$ cat src/rtl/branch_predictor_unit.sv
// Dynamic branch predictor: direct-mapped table of tagged 2-bit saturating
// counters with branch targets. Lookup at fetch is combinational; training
// comes from execute and raises a registered redirect on a wrong prediction.
// Optional resolved/mispredict statistics are built when BPU_STATS_EN is defined.
module branch_predictor_unit #(
  parameter int unsigned DataWidth = 32,
  parameter int unsigned ENTRIES   = 16
) (
  input  logic                 clk,
  input  logic                 rst_n,
  input  logic [DataWidth-1:0] fetch_pc,
  output logic                 pred_taken,
  output logic [DataWidth-1:0] pred_target,
  input  logic                 upd_valid,
  input  logic [DataWidth-1:0] upd_pc,
  input  logic                 upd_taken,
  input  logic [DataWidth-1:0] upd_target,
  input  logic                 upd_pred_taken,
  input  logic [DataWidth-1:0] upd_pred_target,
  output logic                 mispredict,
  output logic [DataWidth-1:0] redirect_pc,
  output logic [31:0]          stat_branches,
  output logic [31:0]          stat_mispredicts
);

  localparam int unsigned IDX = $clog2(ENTRIES);
  localparam int unsigned TAG = DataWidth - 2 - IDX;

  logic                 valid_q  [ENTRIES];
  logic [TAG-1:0]       tag_q    [ENTRIES];
  logic [1:0]           ctr_q    [ENTRIES];
  logic [DataWidth-1:0] target_q [ENTRIES];

  logic [IDX-1:0]       fetch_idx;
  logic [TAG-1:0]       fetch_tag;
  logic                 fetch_hit;
  logic [IDX-1:0]       upd_idx;
  logic [TAG-1:0]       upd_tag;
  logic                 upd_hit;
  logic [1:0]           upd_ctr;
  logic                 mis_cond;
  logic [DataWidth-1:0] redirect_d;
  logic                 mispredict_q;
  logic [DataWidth-1:0] redirect_q;

  // Word-alignment bits never affect indexing or tagging.
  logic unused_pc_bits;
  assign unused_pc_bits = ^{fetch_pc[1:0], upd_pc[1:0]};

  assign fetch_idx = fetch_pc[IDX+1:2];
  assign fetch_tag = fetch_pc[DataWidth-1:IDX+2];
  assign upd_idx   = upd_pc[IDX+1:2];
  assign upd_tag   = upd_pc[DataWidth-1:IDX+2];

  // Fetch lookup reads registered state only, so a same-cycle update is not bypassed.
  always_comb begin
    fetch_hit   = valid_q[fetch_idx] && (tag_q[fetch_idx] == fetch_tag);
    pred_taken  = fetch_hit && ctr_q[fetch_idx][1];
    pred_target = pred_taken ? target_q[fetch_idx] : fetch_pc + DataWidth'(4);
  end

  // Saturating counter step and mispredict/redirect decode for the resolving branch.
  always_comb begin
    upd_hit = valid_q[upd_idx] && (tag_q[upd_idx] == upd_tag);
    upd_ctr = ctr_q[upd_idx];
    if (upd_taken) begin
      if (ctr_q[upd_idx] != 2'b11) upd_ctr = ctr_q[upd_idx] + 2'd1;
    end else begin
      if (ctr_q[upd_idx] != 2'b00) upd_ctr = ctr_q[upd_idx] - 2'd1;
    end
    mis_cond   = (upd_taken != upd_pred_taken) ||
                 (upd_taken && upd_pred_taken && (upd_target != upd_pred_target));
    redirect_d = upd_taken ? upd_target : upd_pc + DataWidth'(4);
  end

  // Table training; a taken miss evicts whatever tag held the index.
  always_ff @(posedge clk or negedge rst_n) begin
    if (!rst_n) begin
      for (int unsigned i = 0; i < ENTRIES; i++) begin
        valid_q[i]  <= 1'b0;
        tag_q[i]    <= '0;
        ctr_q[i]    <= 2'b01;
        target_q[i] <= '0;
      end
    end else if (upd_valid) begin
      if (upd_hit) begin
        ctr_q[upd_idx] <= upd_ctr;
        if (upd_taken) target_q[upd_idx] <= upd_target;
      end else if (upd_taken) begin
        valid_q[upd_idx]  <= 1'b1;
        tag_q[upd_idx]    <= upd_tag;
        ctr_q[upd_idx]    <= 2'b10;
        target_q[upd_idx] <= upd_target;
      end
    end
  end

  // One-cycle flush pulse; redirect target holds between updates.
  always_ff @(posedge clk or negedge rst_n) begin
    if (!rst_n) begin
      mispredict_q <= 1'b0;
      redirect_q   <= '0;
    end else begin
      mispredict_q <= upd_valid && mis_cond;
      if (upd_valid) redirect_q <= redirect_d;
    end
  end

  assign mispredict  = mispredict_q;
  assign redirect_pc = redirect_q;

`ifdef BPU_STATS_EN
  logic [31:0] stat_branches_q;
  logic [31:0] stat_mispredicts_q;

  // Free-running wrapping event counters.
  always_ff @(posedge clk or negedge rst_n) begin
    if (!rst_n) begin
      stat_branches_q    <= '0;
      stat_mispredicts_q <= '0;
    end else if (upd_valid) begin
      stat_branches_q <= stat_branches_q + 32'd1;
      if (mis_cond) stat_mispredicts_q <= stat_mispredicts_q + 32'd1;
    end
  end

  assign stat_branches    = stat_branches_q;
  assign stat_mispredicts = stat_mispredicts_q;
`else
  assign stat_branches    = '0;
  assign stat_mispredicts = '0;
`endif

endmodule

$ cat config.mk
export PLATFORM = sky130hd
export DESIGN_NAME = branch_predictor_unit
export DESIGN_NICKNAME = d
export VERILOG_FILES = /design/src/rtl/branch_predictor_unit.sv
export SDC_FILE = /design/constraint.sdc
export NUM_CORES = 2
export LEC_CHECK = 0
export ABC_CLOCK_PERIOD_IN_PS = 5500
export BUFFER_PORTS_ARGS = -buffer_cell sky130_fd_sc_hd__buf_2
export CAP_MARGIN = 25
export CORE_ASPECT_RATIO = 0.8
export CORE_MARGIN = 2
export CORE_UTILIZATION = 45
export DETAILED_ROUTE_END_ITERATION = 7
export PLACE_DENSITY = 0.71
export SYNTH_ARGS = -nofsm -noshare
export SYNTH_HDL_FRONTEND = slang
export SYNTH_SLANG_ARGS = --single-unit
$ cat constraint.sdc
create_clock -name clk -period 5.5 [get_ports clk]
set_input_delay 1.1 -clock clk [delete_from_list [all_inputs] [get_ports clk]]
set_output_delay 1.1 -clock clk [all_outputs]
set_load 0.05 [all_outputs]
==> out/qor.yml <==
timing:
  rsz0062_at_grt: "yes"
  setup_viol: 30
  setup_ws_ns: -0.119
  skew_ns: 0.0421
  finalCriticalPeriod_ns: 5.62
  max_slew.worst_pin.slew_ns: 1.07
  hold_violations: 0
  min_period_over_period_pct: 102
  whs_ns: 0.423
  fmax_ghz: 0.178
  slew_viol_final: 0
  slew_headroom_pct: 28.1
grt:
  grt_pass1_wl_um: 245000
  grt.total_usage_pct: 27.4
  grt_max_degree: 177
  first_global_vias: 34700
  antenna_found_initial: 20
  grt-ovfl-total: 0
clocking:
  root_buffer: "clkbuf_16"
  cts_max_level: 3
  insertion_delay_ns: 0.71
  numCtsBuffers: 102
  ctsLongestPathBuffers: 3
  cts_tree: "yes"
  cts.clk_slew.worst_paths_ns: 0.06
  cts_sinks: 1009
critical_path:
  critPathCaptureType: "primary output"
  path_max_fanout: 6
  crit_path_frequent_cell: "buf_12"
  crit_path_start_kind: "input pin"
  path_cells: "buf_16 > buf_12 > buf_4 > mux4_2 > a22o_1 > a221oi_2 > buf_4 > xor2_1 > nand4_1 > or4_4 > nor4_4 > buf_12 > buf_12 > buf_12 > mux2_4 > buf_8"
  worstSetupPathType: "in -> out"
  r2r_start: "tag_q[112]"
  max_stage_delay_ns: 0.50
  crit_start: "fetch_pc[2]"
  cp.required_ns: 4.40
  cp.arrival_ns: 4.52
  cp_slowest_cell: "mux4_2"
synthesis:
  async_flop_share_pct: 100
  synthXorXnorAreaFrac_pct: 2.10
  synth_top_area_cell: "dfrtp_1"
  ys_warn_count: 0
  yosysUniqueCellTypes: 73
  syn_inst: 3655
  synth-compound-area-share_pct: 2.92
  synth_flop_cell: "dfrtp_1"
  synthMuxAreaShare_pct: 39.5
  yosysSeqAreaShare_pct: 47.4
  ys_ff_latch: 1009
  synth_top_family_by_area: "multiplexers"
  synth_area_per_cell_um2: 14.6
  synthTopCellsByArea: "dfrtp_1, mux2_2, mux4_2, mux2_4, mux2i_1"
  synthesis.area_um2: 53300
  synth_fa_ha_area_share_pct: 0.179
  yosys.area_share.simple_pct: 3.57
  synth-edff-count: 0
  yosysTopAreaCellShare_pct: 46.7
floorplan:
  ios: 263
  die_x_um: 389
  core_um2: 117000
  start_util_pct: 45.5
  core.rowCount: 112
  dieArea_um2: 121000
  die_h_um: 312
job:
  cap_violations: 0
status:
  status: "finished with violations"
  failed_checks: "negative setup slack"
routing:
  totalWireLength_um: 167000
  vias: 34700
  drc_errors: 0
  viasPerCell: 6.33
  antenna_left: 0
  routedWlPerCell_um: 30.5
  drt_iter0_markers: 4137
  dr.pass1.iters: 5
place:
  portBuffers: 198
  preCtsSetupSlack_ns: -0.493
  dp_hpwl_um: 107000
  place.gp.congestion: 0.969
power:
  powerDensity_nw_per_um2: 356
  ir_drop_mv: 0.257
  p_leak_nw: 26.9
finish:
  nets: 3987
  drive_gt1_share_pct: 50.9
  syn2layout_area_growth_pct: 14.1
worst_hold_path:
  hp-class: "in -> async"
==> synth_stat cells (all sizes together) (42+ instances only) <==
library cell,count
dfrtp,993
mux2,985
mux4,350
clkbuf,207
buf,206
mux2i,144
nand2,138
o21ai,93
xnor2,85
nor2,59
xor2,43
a21oi,42
==> per-stage QoR <==
step / setup TNS, ns / instances / area, um2 / utilization [%] / total power (W)
6_report: -1.33 / 5479 / 60800 / 51.9 / 0.0216
5_1_grt: -3.54 / 5474 / 60800 / 51.9 / 0.0224
4_1_cts: -0.331 / 5469 / 60600 / 51.8 / 0.0216
3_5_place_dp: -14.55 / 5268 / 56600 / 48.4 / 0.0144
3_3_place_gp: -7.50 / 5268 / 56600 / 48.4 / 0.0143
2_1_floorplan: 0 / 3718 / 53500 / - / 0.0129
==> cell usage in the layout (no fill, tap or decap), drive strengths merged, types with 14 or more instances in the layout <==
master,n
mux4,350
buf,438
mux2,985
nand3,29
inv,16
mux2i,144
a21oi,42
a22oi,28
xnor2,85
dfstp,16
dfrtp,993
clkbuf,142
clkinv,25
nand2,138
nor2,59
o21ai,93
xor2,43
conb,64
and3,14
or2,17
nor2b,18
nand4,22
==> metal layers <==
layer | wire length (um) | share of wire, % | global-route usage (%) | up-vias
li1 | - | - | - | 13900
met1 | 68900 | 41 | 38.7 | 18500
met2 | 72700 | 43 | 39.5 | 1925
met3 | 19700 | 12 | 9.39 | 373
met4 | 5710 | 3.4 | 9.06 | 16
met5 | 207 | 0.12 | 0.949 | -
==> power by group <==
group	total (W)	switching [W]	internal, W
registers	0.00980	0.000961	0.00884
clock network	0.00708	0.00308	0.00401
logic	0.00472	0.00210	0.00262
==> worst max-delay path, delay by kind of cell <==
family | cells | cell delay, ns
xor gates and xnor gates | 1 | 0.14
muxes | 2 | 0.82
AOI/OAI and AO/OA | 2 | 0.40
buffers and inverters | 8 | 1.14
and+or+nand+nor | 3 | 0.90
==> registers in the layout, indices dropped and copies added (netlist names) <==
signal,count
target_q,512
tag_q,416
ctr_q,32
redirect_pc,32
valid_q,16
mispredict,1
==> final timing paths <==
path,to,slack [ns],cells after the start
worst max register to register,tag_q[172],1.41,11
worst max-delay path,pred_target[29],-0.12,16
min in group clk,ctr_q[20],0.47,2
max in group asynchronous,target_q[311],3.64,2
worst min register to register,ctr_q[20],0.47,2
worst min-delay path,tag_q[361],0.42,1
==> final cells by class <==
cell class | count | area [um2]
multi-input combinational | 2282 | 26200
fill | 9532 | 56200
sequential | 1009 | 25300
timing repair buffer | 439 | 3890
inverter | 14 | 53.8
clock buffer | 142 | 2880
tap | 1539 | 1930
antenna | 11 | 27.5
clock inverter | 43 | 500
==> logic make-up after synthesis <==
group | Yosys count
AO/OA/AOI/OAI | 248
AND/OR/NAND/NOR | 355
buffers and inverters | 427
other | 1
multiplexers | 1479
flip-flops | 1009
adder cells (fa/ha/maj) | 8
XOR/XNOR | 128
==> what timing repair did <==
item | CTS | global route
setup buffers | 12 | 0
pin swaps | 8 | 5
gates cloned | 4 | 0
endpoints found under the setup margin | 33 | 32
hold buffers | 0 | 0
gates resized for setup | 100 | 54
Power figures use the tool's default switching activity.
